File: config.mk
export PLATFORM = sky130hd
export DESIGN_NAME = mine_placer
export DESIGN_NICKNAME = d
export VERILOG_FILES = /design/src/rtl/mine_placer.sv
export SDC_FILE = /design/constraint.sdc
export NUM_CORES = 1
export LEC_CHECK = 0
export BUFFER_PORTS_ARGS = -buffer_cell sky130_fd_sc_hd__buf_2
export CAP_MARGIN = 5
export CORE_ASPECT_RATIO = 0.7
export CORE_MARGIN = 1.5
export CORE_UTILIZATION = 62
export CTS_CLUSTER_DIAMETER = 200
export DETAILED_ROUTE_END_ITERATION = 8
export PLACE_DENSITY = 0.86
export SLEW_MARGIN = 20
export SYNTH_ARGS = -nofsm -noshare
export SYNTH_HDL_FRONTEND = slang
export SYNTH_SLANG_ARGS = --single-unit
File: constraint.sdc
create_clock -name clk -period 4.34 [get_ports clk]
set_input_delay 0 -clock clk [delete_from_list [all_inputs] [get_ports clk]]
set_output_delay 0 -clock clk [all_outputs]
set_load 0.005 [all_outputs]
File: src/rtl/mine_placer.sv
// Random mine placement engine: clears a square board, then writes distinct LFSR-chosen mine cells.
// Optional first-click exclusion zone enabled by defining MINE_PLACER_SAFE_START_EN.
module mine_placer #(
  parameter int unsigned BOARD_MAX  = 16,
  parameter int unsigned LFSR_WIDTH = 16,
  parameter int unsigned CNT_W      = 10
) (
  input  logic                         clk,
  input  logic                         rst_n,
  input  logic                         seed_load_i,
  input  logic [LFSR_WIDTH-1:0]        seed_i,
  input  logic                         start_i,
  input  logic [$clog2(BOARD_MAX):0]   board_size_i,
  input  logic [CNT_W-1:0]             mine_count_i,
  input  logic [$clog2(BOARD_MAX)-1:0] safe_x_i,
  input  logic [$clog2(BOARD_MAX)-1:0] safe_y_i,
  output logic [$clog2(BOARD_MAX)-1:0] mine_rd_x_o,
  output logic [$clog2(BOARD_MAX)-1:0] mine_rd_y_o,
  input  logic                         mine_rd_data_i,
  output logic                         mine_wr_en_o,
  output logic [$clog2(BOARD_MAX)-1:0] mine_wr_x_o,
  output logic [$clog2(BOARD_MAX)-1:0] mine_wr_y_o,
  output logic                         mine_wr_data_o,
  output logic                         busy_o,
  output logic                         done_o,
  output logic [CNT_W-1:0]             placed_cnt_o
);

  localparam int unsigned XW = $clog2(BOARD_MAX);
  localparam int unsigned SW = XW + 1;
  localparam int unsigned WW = ((CNT_W > 2 * SW) ? CNT_W : 2 * SW) + 1;

  localparam logic [2:0] S_IDLE  = 3'd0;
  localparam logic [2:0] S_CLEAR = 3'd1;
  localparam logic [2:0] S_GEN   = 3'd2;
  localparam logic [2:0] S_CHECK = 3'd3;
  localparam logic [2:0] S_EVAL  = 3'd4;
  localparam logic [2:0] S_WRITE = 3'd5;
  localparam logic [2:0] S_DONE  = 3'd6;

  localparam logic [SW-1:0] BMAX = SW'(BOARD_MAX);

  function automatic logic [63:0] tp(input int unsigned n);
    return 64'(1) << (n - 1);
  endfunction

  // Maximal-length tap sets, one bit per tap position (tap n -> bit n-1)
  function automatic logic [63:0] tap_mask(input int unsigned w);
    logic [63:0] m;
    m = '0;
    case (w)
      3:  m = tp(3)  | tp(2);
      4:  m = tp(4)  | tp(3);
      5:  m = tp(5)  | tp(3);
      6:  m = tp(6)  | tp(5);
      7:  m = tp(7)  | tp(6);
      8:  m = tp(8)  | tp(6)  | tp(5)  | tp(4);
      9:  m = tp(9)  | tp(5);
      10: m = tp(10) | tp(7);
      11: m = tp(11) | tp(9);
      12: m = tp(12) | tp(6)  | tp(4)  | tp(1);
      13: m = tp(13) | tp(4)  | tp(3)  | tp(1);
      14: m = tp(14) | tp(5)  | tp(3)  | tp(1);
      15: m = tp(15) | tp(14);
      16: m = tp(16) | tp(15) | tp(13) | tp(4);
      17: m = tp(17) | tp(14);
      18: m = tp(18) | tp(11);
      19: m = tp(19) | tp(6)  | tp(2)  | tp(1);
      20: m = tp(20) | tp(17);
      21: m = tp(21) | tp(19);
      22: m = tp(22) | tp(21);
      23: m = tp(23) | tp(18);
      24: m = tp(24) | tp(23) | tp(22) | tp(17);
      25: m = tp(25) | tp(22);
      26: m = tp(26) | tp(6)  | tp(2)  | tp(1);
      27: m = tp(27) | tp(5)  | tp(2)  | tp(1);
      28: m = tp(28) | tp(25);
      29: m = tp(29) | tp(27);
      30: m = tp(30) | tp(6)  | tp(4)  | tp(1);
      31: m = tp(31) | tp(28);
      32: m = tp(32) | tp(22) | tp(2)  | tp(1);
      33: m = tp(33) | tp(20);
      34: m = tp(34) | tp(27) | tp(2)  | tp(1);
      35: m = tp(35) | tp(33);
      36: m = tp(36) | tp(25);
      37: m = tp(37) | tp(5)  | tp(4)  | tp(3) | tp(2) | tp(1);
      38: m = tp(38) | tp(6)  | tp(5)  | tp(1);
      39: m = tp(39) | tp(35);
      40: m = tp(40) | tp(38) | tp(21) | tp(19);
      41: m = tp(41) | tp(38);
      42: m = tp(42) | tp(41) | tp(20) | tp(19);
      43: m = tp(43) | tp(42) | tp(38) | tp(37);
      44: m = tp(44) | tp(43) | tp(18) | tp(17);
      45: m = tp(45) | tp(44) | tp(42) | tp(41);
      46: m = tp(46) | tp(45) | tp(26) | tp(25);
      47: m = tp(47) | tp(42);
      48: m = tp(48) | tp(47) | tp(21) | tp(20);
      49: m = tp(49) | tp(40);
      50: m = tp(50) | tp(49) | tp(24) | tp(23);
      51: m = tp(51) | tp(50) | tp(36) | tp(35);
      52: m = tp(52) | tp(49);
      53: m = tp(53) | tp(52) | tp(38) | tp(37);
      54: m = tp(54) | tp(53) | tp(18) | tp(17);
      55: m = tp(55) | tp(31);
      56: m = tp(56) | tp(55) | tp(35) | tp(34);
      57: m = tp(57) | tp(50);
      58: m = tp(58) | tp(39);
      59: m = tp(59) | tp(58) | tp(38) | tp(37);
      60: m = tp(60) | tp(59);
      61: m = tp(61) | tp(60) | tp(46) | tp(45);
      62: m = tp(62) | tp(61) | tp(6)  | tp(5);
      63: m = tp(63) | tp(62);
      64: m = tp(64) | tp(63) | tp(61) | tp(60);
      default: m = tp(w);
    endcase
    return m;
  endfunction

  localparam logic [LFSR_WIDTH-1:0] TAPS = LFSR_WIDTH'(tap_mask(LFSR_WIDTH));

  logic [2:0]            state_q, state_d;
  logic [LFSR_WIDTH-1:0] lfsr_q, lfsr_d, lfsr_nxt_c;
  logic [SW-1:0]         bs_q, bs_d;
  logic [CNT_W-1:0]      cnt_q, cnt_d;
  logic [XW-1:0]         sx_q, sx_d, sy_q, sy_d;
  logic [CNT_W-1:0]      placed_q, placed_d;
  logic                  busy_q, busy_d, done_q, done_d;
  logic                  wr_en_q, wr_en_d, wr_data_q, wr_data_d;
  logic [XW-1:0]         wr_x_q, wr_x_d, wr_y_q, wr_y_d;
  logic [XW-1:0]         rd_x_q, rd_x_d, rd_y_q, rd_y_d;

  logic [SW-1:0]         bs_eff_c;
  logic [WW-1:0]         area_c, lim_c;
  logic [CNT_W-1:0]      cnt_clamp_c;
  logic                  in_range_c, near_c, x_last_c, y_last_c;

  // Right-shift Galois step
  assign lfsr_nxt_c = (lfsr_q >> 1) ^ (lfsr_q[0] ? TAPS : '0);

  // Board side and mine count clamping, computed wide enough to never wrap
  always_comb begin
    bs_eff_c = ((board_size_i == '0) || (board_size_i > BMAX)) ? BMAX : board_size_i;
    area_c   = WW'(bs_eff_c) * WW'(bs_eff_c);
`ifdef MINE_PLACER_SAFE_START_EN
    lim_c    = (area_c > WW'(9)) ? area_c - WW'(9) : '0;
`else
    lim_c    = area_c - WW'(1);
`endif
    cnt_clamp_c = (WW'(mine_count_i) > lim_c) ? CNT_W'(lim_c) : mine_count_i;
  end

  assign in_range_c = ({1'b0, rd_x_q} < bs_q) && ({1'b0, rd_y_q} < bs_q);
  assign x_last_c   = ({1'b0, wr_x_q} == bs_q - SW'(1));
  assign y_last_c   = ({1'b0, wr_y_q} == bs_q - SW'(1));

`ifdef MINE_PLACER_SAFE_START_EN
  logic [XW-1:0] dx_c, dy_c;
  assign dx_c   = (rd_x_q >= sx_q) ? rd_x_q - sx_q : sx_q - rd_x_q;
  assign dy_c   = (rd_y_q >= sy_q) ? rd_y_q - sy_q : sy_q - rd_y_q;
  assign near_c = (dx_c <= XW'(1)) && (dy_c <= XW'(1));
`else
  logic unused_safe;
  assign unused_safe = ^{sx_q, sy_q};
  assign near_c      = 1'b0;
`endif

  // Next-state and registered-output logic
  always_comb begin
    state_d   = state_q;
    lfsr_d    = lfsr_q;
    bs_d      = bs_q;
    cnt_d     = cnt_q;
    sx_d      = sx_q;
    sy_d      = sy_q;
    placed_d  = placed_q;
    busy_d    = busy_q;
    done_d    = 1'b0;
    wr_en_d   = 1'b0;
    wr_data_d = wr_data_q;
    wr_x_d    = wr_x_q;
    wr_y_d    = wr_y_q;
    rd_x_d    = rd_x_q;
    rd_y_d    = rd_y_q;
    case (state_q)
      S_IDLE: begin
        if (seed_load_i) lfsr_d = (seed_i == '0) ? LFSR_WIDTH'(1) : seed_i;
        if (start_i) begin
          bs_d      = bs_eff_c;
          cnt_d     = cnt_clamp_c;
          sx_d      = safe_x_i;
          sy_d      = safe_y_i;
          placed_d  = '0;
          busy_d    = 1'b1;
          wr_en_d   = 1'b1;
          wr_data_d = 1'b0;
          wr_x_d    = '0;
          wr_y_d    = '0;
          state_d   = S_CLEAR;
        end
      end
      S_CLEAR: begin
        if (x_last_c) begin
          wr_x_d = '0;
          if (y_last_c) begin
            done_d  = (cnt_q == '0);
            state_d = (cnt_q == '0) ? S_DONE : S_GEN;
          end else begin
            wr_y_d  = wr_y_q + XW'(1);
            wr_en_d = 1'b1;
          end
        end else begin
          wr_x_d  = wr_x_q + XW'(1);
          wr_en_d = 1'b1;
        end
      end
      // Read address is registered here so it is on the port throughout CHECK
      S_GEN: begin
        lfsr_d  = lfsr_nxt_c;
        rd_x_d  = lfsr_nxt_c[XW-1:0];
        rd_y_d  = lfsr_nxt_c[2*XW-1:XW];
        state_d = S_CHECK;
      end
      S_CHECK: begin
        state_d = (!in_range_c || near_c) ? S_GEN : S_EVAL;
      end
      S_EVAL: begin
        if (mine_rd_data_i) begin
          state_d = S_GEN;
        end else begin
          wr_en_d   = 1'b1;
          wr_data_d = 1'b1;
          wr_x_d    = rd_x_q;
          wr_y_d    = rd_y_q;
          state_d   = S_WRITE;
        end
      end
      S_WRITE: begin
        placed_d = placed_q + CNT_W'(1);
        if (placed_d == cnt_q) begin
          done_d  = 1'b1;
          state_d = S_DONE;
        end else begin
          state_d = S_GEN;
        end
      end
      S_DONE: begin
        busy_d  = 1'b0;
        state_d = S_IDLE;
      end
      default: state_d = S_IDLE;
    endcase
  end

  always_ff @(posedge clk or negedge rst_n) begin
    if (!rst_n) begin
      state_q   <= S_IDLE;
      lfsr_q    <= LFSR_WIDTH'(1);
      bs_q      <= '0;
      cnt_q     <= '0;
      sx_q      <= '0;
      sy_q      <= '0;
      placed_q  <= '0;
      busy_q    <= 1'b0;
      done_q    <= 1'b0;
      wr_en_q   <= 1'b0;
      wr_data_q <= 1'b0;
      wr_x_q    <= '0;
      wr_y_q    <= '0;
      rd_x_q    <= '0;
      rd_y_q    <= '0;
    end else begin
      state_q   <= state_d;
      lfsr_q    <= lfsr_d;
      bs_q      <= bs_d;
      cnt_q     <= cnt_d;
      sx_q      <= sx_d;
      sy_q      <= sy_d;
      placed_q  <= placed_d;
      busy_q    <= busy_d;
      done_q    <= done_d;
      wr_en_q   <= wr_en_d;
      wr_data_q <= wr_data_d;
      wr_x_q    <= wr_x_d;
      wr_y_q    <= wr_y_d;
      rd_x_q    <= rd_x_d;
      rd_y_q    <= rd_y_d;
    end
  end

  assign mine_rd_x_o    = rd_x_q;
  assign mine_rd_y_o    = rd_y_q;
  assign mine_wr_en_o   = wr_en_q;
  assign mine_wr_x_o    = wr_x_q;
  assign mine_wr_y_o    = wr_y_q;
  assign mine_wr_data_o = wr_data_q;
  assign busy_o         = busy_q;
  assign done_o         = done_q;
  assign placed_cnt_o   = placed_q;

endmodule

==> metrics.yaml, run 1 <==
outcome:
  outcome: "finished, violations left"
  failed_checks: "negative hold slack, negative setup slack"
yosys:
  synth_edf_count: 0
  syn-num-nets: 592
  ys_seq_area_share_pct: 34.8
  synth_cells: 508
  synth-seq-cells: 64
  synth.avg_cell_area_um2: 9.08
  netlist-cell-type-count: 65
  yosysWarnings: 0
  synth_flop_cell: "dfrtp_1"
  synth_area_um2: 4610
  synth-async-reset-ratio_pct: 100
sta:
  final.setup.worst_slack_ns: -0.271
  worst_slew_pin_slew_ns: 0.979
  setup_viol: 10
  holdWs_ns: -0.00771
  drv_slew: 0
  finalCriticalPeriod_ns: 4.61
  fmax_mhz: 217
  hold_violations: 1
  final.setup.tns_ns: -2.50
  finClkSkew_ns: 0.0101
  relSlewSlack_pct: 34.6
  rsz0062_at_grt: "yes"
  fin_crit_sh_pct: 106
die:
  core_um2: 7250
  fp.dieArea_um2: 7970
  fp.dieH_um: 75.2
  fp.dieW_um: 106
  boundaryPins: 74
  num_rows: 26
  start_util_pct: 63.6
layout:
  syn2layout_area_growth_pct: 28.5
  fin_nets: 703
  drive_gt1_share_pct: 30.0
  n_antenna_cell: 0
worst_hold_path:
  hold_path.class: "primary input to register"
placement:
  dp_hpwl_um: 8680
  port_buffers: 65
  gp_routability_congestion: 0.858
routing:
  final_antenna_net_count: 0
  route.detailed.drc: 0
  vias_per_cell: 6.36
  wire_per_inst_um: 19.0
  dr.pass1.iters: 5
  drtIter0Drc: 487
  wl_um: 13700
  vias: 4595
pwr:
  p_comb_share_pct: 53.5
  switchingPower_mw: 1.59
  pwr-share-seq_pct: 31.5
  leakagePower_nw: 2.74
  p_int_mw: 2.03
  p_clk_share_pct: 14.9
  swShare_pct: 43.9
  power.density_nw_per_um2: 611
  vdd_ir_drop_max_mv: 0.384
clocking:
  clockBufferDepth: 2
  path_clk_slew_ns: 0.07
  tritoncts: "built"
  worst_skew_pair.late_latency_ns: 0.35
  cts-htree-levels: 3
  cts_buffers: 9
  cts_root_buf: "clkbuf_8"
  numClockSinks: 64
global_route:
  antenna_found_initial: 0
  grt_max_degree: 65
  grt_pass1_wl_um: 21300
  grt_pass1_vias: 4273
  gr-total-overflow: 0
  grtUsageTotal_pct: 35.1
worst_setup_path:
  r2r_slack_ns: 1.58
  worstPathRequired_ns: 4.55
  startpoint_type: "primary input"
  critPathArrivalTime_ns: 4.82
  end_kind: "register"
  crit_type: "primary input to register"
  worst-path-max-fanout: 5
flow_run:
  drv_cap: 0
-- Yosys cell counts (all sizes together), types with 12 or more instances --
cell / count / share of area, %
dfrtp: 63 / 34
nand2: 60 / 4.9
o21ai: 57 / 6.2
ha: 35 / 9.5
inv: 32 / 2.6
nor2: 32 / 2.7
xnor2: 22 / 4.3
a21oi: 20 / 2.3
mux2i: 20 / 4.3
mux2: 15 / 3.8
nand3: 14 / 1.8
xor2: 14 / 2.7
clkbuf: 12 / 0.98
-- stage by stage --
stage | instance area (um^2) | utilization (%) | power, mW | std cells | worst slack [ns]
after global placement | 5340 | 73.6 | 2.70 | 681 | -0.456
after global routing | 5920 | 81.7 | 3.82 | 722 | -0.398
final | 5920 | 81.7 | 3.62 | 722 | -0.271
after floorplan | 4760 | - | 2.31 | 508 | -0.290
after detailed placement | 5340 | 73.6 | 2.81 | 681 | -0.635
after CTS | 5870 | 80.9 | 3.48 | 718 | -0.187
-- placed cells by master (no fill, tap or decap), types with 4 or more instances in the layout --
cell and count:
buf_2 64, dfrtp_1 63, nand2_1 59, o21ai_0 41, buf_4 37, nor2_1 28, ha_1 27, inv_1 25
xnor2_1 19, mux2i_1 19, dlygate4sd3_1 16, a21oi_1 15, o21ai_1 14, xor2_1 12, nand3_1 11, clkbuf_8 10
nand2b_1 9, mux2_2 8, ha_4 8, mux2_4 7, nor4_1 6, inv_2 5, nor3_1 5, nand4_1 5
a21oi_2 5, and3_1 5, a31oi_1 4, nor3b_1 4, and2_1 4, o22ai_1 4, o21a_1 4, fa_1 4
-- flip-flops by register name (all words and copies together) (netlist names) --
name	count
lfsr_q	16
cnt_q	10
placed_cnt_o	10
bs_q	5
mine_rd_x_o	4
mine_rd_y_o	4
mine_wr_x_o	4
mine_wr_y_o	4
state_q	3
busy_o	1
done_o	1
mine_wr_data_o	1
mine_wr_en_o	1
-- worst paths after layout --
check	start	cells after the start	to
worst max-delay path	board_size_i[3]	24	cnt_q[3]$_DFFE_PN0P_
worst min-delay path	seed_i[4]	3	lfsr_q[4]$_DFFE_PN0P_
worst max register to register	bs_q[0]$_DFFE_PN0P_	9	mine_wr_y_o[1]$_DFFE_PN0P_
worst min register to register	lfsr_q[10]$_DFFE_PN0P_	2	lfsr_q[10]$_DFFE_PN0P_
max in group asynchronous	rst_n	3	cnt_q[9]$_DFFE_PN0P_
min in group asynchronous	rst_n	3	lfsr_q[11]$_DFFE_PN0P_
-- layout make-up --
type | count | area, um^2
multi-input cells | 393 | 3090
flip-flops and latches | 64 | 1600
fillers | 389 | 1330
repair buffers | 119 | 781
clock buffers | 10 | 138
inverters | 32 | 128
well taps | 98 | 123
clock inverters | 6 | 67.6
-- cells by family after synthesis --
family / share of synthesized area, %
AOI/OAI and AO/OA: 15.9
other: 0.163
adders and majority gates: 11.7
and+or+nand+nor: 17.7
buffers and inverters: 4.67
xor gates and xnor gates: 7.00
muxes: 8.17
DFF: 34.8
-- worst max-delay path: stages --
cell	delay [ns]
buf_6	0.09
or4_4	0.55
ha_4	0.28
nand2b_4	0.13
inv_6	0.05
nand2_4	0.07
inv_4	0.04
ha_4	0.28
inv_2	0.04
fa_1	0.38
inv_2	0.08
fa_1	0.43
inv_2	0.10
ha_4	0.21
and3_4	0.17
a211o_1	0.32
a21oi_2	0.16
xor2_1	0.10
ha_1	0.34
nand3_2	0.13
o21ai_2	0.22
o311a_4	0.29
mux2i_4	0.26
o21ai_1	0.09
-- routing by layer --
metal	track usage (%)	vias to the layer above	part of all wire, %	wire, um
li1	-	2010	-	-
met1	44.3	2200	39	5410
met2	59.8	311	48	6570
met3	7.71	74	8.9	1220
met4	14.7	0	3.8	517
met5	0	-	0	0
-- power groups by stage --
stage	combinational, mW	sequential [mW]	clock (mW)
5_1_grt	2.09	1.17	0.561
2_1_floorplan	1.28	1.02	0
4_1_cts	1.83	1.12	0.540
3_3_place_gp	1.59	1.11	0
3_5_place_dp	1.69	1.12	0
6_report	1.94	1.14	0.541
-- repair_timing --
action	4_1_cts	5_1_grt
cloned	1	0
hold buffers	16	0
resized for setup	22	5
hold endpoints to repair	78	0
setup endpoints to repair	10	10
buffers inserted	4	4
pin swaps	10	6
Note: power is estimated with default switching activity, not from simulation.
==> inputs of run 2 (changes only) <==
HOLD_SLACK_MARGIN = 0.1   (was unset)
SETUP_SLACK_MARGIN = 0.02   (was unset)
==> run 2 against run 1 <==
The flow finishes with violations (negative setup slack). Fmax decreased by 4.0%. Die area unchanged. Sequential power about the same. Clock skew about the same. Sequential share of layout area fell by 0.78 points.
==> metrics.yaml, run 2 (same netlist as run 1, synthesis figures left out) <==
outcome:
  outcome: "finished, violations left"
  failed_checks: "negative setup slack"
layout:
  multi_input_area_um2: 3130  # +1.4%
  final_common_cell: "buf_2"
  seq_area_um2: 1600  # unchanged
  drive_gt1_share_pct: 29.8  # -0.14 points
  fin_nets: 716  # +1.8%
  largest_register_ffs: 16  # unchanged
  mostFrequentLayoutCells: "64 x buf_2, 63 x dfrtp_1, 59 x nand2_1"
  filler_cell_count: 369  # -5.1%
  syn2layout_area_growth_pct: 32.3
  regMostFlops: "lfsr_q"
flow_run:
  drv_cap: 0  # unchanged
worst_setup_path:
  critPathMaxStageDelay_ns: 0.55  # about the same
  cp_num_cells: 24  # unchanged
  cp_slowest_cell: "or4_4"
  worstPathRequired_ns: 4.59  # +0.04 ns
  crit_top_cell: "ha_4"
  r2r_slack_ns: 1.22  # -0.36 ns
  reg2reg_depth: 10  # +1
  rr_startpoint: "bs_q[0]$_DFFE_PN0P_"
  startpoint_type: "primary input"
  crit_type: "primary input to register"
  cp_top_family: "adder cells"
  critPathArrivalTime_ns: 5.05  # +0.23 ns
  critPathBufInv: 4  # -2
  reg2reg_to: "state_q[0]$_DFFE_PN0P_"
  end_kind: "register"
  worstPathCellList: "buf_6 > or4_4 > ha_4 > nand2b_4 > inv_6 > nand2_4 > inv_4 > ha_4 > inv_2 > fa_1 > fa_1 > ha_4 > o21a_1 > o31a_1 > o21ai_1 > nand2b_1 > xnor2_2 > ha_1 > a21o_1 > a21oi_2 > o21ai_2 > o311a_2 > mux2i_2 > mux2_4"
  endpoint: "cnt_q[7]$_DFFE_PN0P_"
  worst-path-max-fanout: 4  # -1
  setup.worst_path.start: "board_size_i[3]"
die:
  core_um2: 7250  # unchanged
  fp.dieArea_um2: 7970  # unchanged
  boundaryPins: 74  # unchanged
  fp.dieH_um: 75.2  # unchanged
  start_util_pct: 63.6  # unchanged
  num_rows: 26  # unchanged
  fp.dieW_um: 106  # unchanged
sta:
  relSlewSlack_pct: 30.6  # -4.0 points
  fin_crit_sh_pct: 111  # +4.5 points
  final.setup.worst_slack_ns: -0.466  # -0.194 ns
  hold_violations: 0  # -1
  drv_slew: 0  # unchanged
  finClkSkew_ns: 0.00975  # -0.000398 ns
  setup_viol: 10  # unchanged
  final.setup.tns_ns: -4.23  # -1.73 ns
  rsz0062_at_grt: "yes"
  finalCriticalPeriod_ns: 4.81  # +0.194 ns
  fmax_mhz: 208  # -4.0%
  worst_slew_pin_slew_ns: 1.04  # +0.0599 ns
clocking:
  cts-htree-levels: 3  # unchanged
  path_clk_slew_ns: 0.08  # about the same
  cts_buffers: 9  # unchanged
  cts_root_buf: "clkbuf_8"
  tritoncts: "built"
  numClockSinks: 64  # unchanged
  worst_skew_pair.late_latency_ns: 0.36  # about the same
  clockBufferDepth: 2  # unchanged
global_route:
  grt_pass1_wl_um: 22600  # +6.0%
  gr-total-overflow: 0  # unchanged
  antenna_found_initial: 1  # +1
  grt_max_degree: 65  # unchanged
  grtUsageTotal_pct: 37.3  # +2.2 points
  grt_pass1_vias: 4551  # +6.5%
routing:
  final_antenna_net_count: 0  # unchanged
  drtIter0Drc: 690  # +42%
  dr.pass1.iters: 7  # +2
  wl_um: 16100  # +18%
  vias_per_cell: 6.58  # +3.4%
  route.detailed.drc: 0  # unchanged
  wire_per_inst_um: 21.9  # +15%
  vias: 4845  # +5.4%
placement:
  dp_hpwl_um: 8680  # unchanged
  port_buffers: 65  # unchanged
  dp_slack_ns: -0.635  # unchanged
  gp_routability_congestion: 0.858  # unchanged
worst_hold_path:
  hold_path.class: "primary input to register"
pwr:
  vdd_ir_drop_max_mv: 0.383  # -0.19%
  power.density_nw_per_um2: 627  # +2.7%
  power_mw: 3.83  # +5.7%
  leakagePower_nw: 2.81  # +2.4%
==> run 2: cell type report <==
class	instances	share of cell area, %
clock buffers	10	2.26
well taps	98	2.01
diodes	1	0.0410
flip-flops and latches	64	26.3
inverters	32	2.09
multi-input cells	393	51.3
repair buffers	132	14.9
clock inverters	6	1.11
==> run 2: worst min-delay path by stage <==
| stage | startpoint | endpoint | cells past startpoint |
|---|---|---|---|
| 4_1_cts | seed_i[0] | lfsr_q[0]$_DFFE_PN1P_ | 5 |
| 6_report | seed_load_i | lfsr_q[10]$_DFFE_PN0P_ | 4 |
| 2_1_floorplan | rst_n | bs_q[0]$_DFFE_PN0P_ | 0 |
| 5_1_grt | seed_i[0] | lfsr_q[0]$_DFFE_PN1P_ | 5 |
| 3_5_place_dp | rst_n | lfsr_q[11]$_DFFE_PN0P_ | 2 |
| 3_3_place_gp | rst_n | lfsr_q[10]$_DFFE_PN0P_ | 2 |
==> run 2: worst reg2reg max path, delay by kind of cell (launching register included) <==
kind | cells | cell delay (ns)
compound gates | 3 | 0.91
fa+ha+maj | 1 | 0.27
simple gates | 4 | 0.62
buf+inv | 2 | 0.70
flops | 1 | 0.49
==> run 2: where the power goes <==
group | total [mW] | internal [mW] | switching, mW
clock network | 0.558 | 0.283 | 0.275
registers | 1.16 | 0.826 | 0.333
logic | 2.11 | 0.970 | 1.14
==> run 2: per-stage QoR <==
step | cells | hold WS, ns | util, % | instance area (um^2)
CTS | 731 | 0.102 | 82.7 | 6000
global placement | 681 | 0.209 | 73.6 | 5340
finish | 736 | 0.154 | 84.1 | 6100
detailed placement | 681 | 0.219 | 73.6 | 5340
floorplan | 508 | -0.296 | - | 4760
global route | 736 | 0.193 | 84.1 | 6100
==> run 2: repair_timing <==
item / in CTS / in global routing
buffers inserted: 4 / 4
endpoints found under the setup margin: 10 / 10
cloned: 1 / 0
hold endpoints to repair: 90 / 0
pin swaps: 10 / 4
hold buffers: 29 / 0
gates resized for setup: 22 / 9
==> run 2: routing by layer <==
| metal | global-route usage, % | share of wire, % | up-vias |
|---|---|---|---|
| li1 | - | - | 2031 |
| met1 | 45.7 | 37 | 2263 |
| met2 | 62.0 | 44 | 417 |
| met3 | 8.83 | 11 | 134 |
| met4 | 21.6 | 7.1 | 0 |
| met5 | 0 | 0 | - |
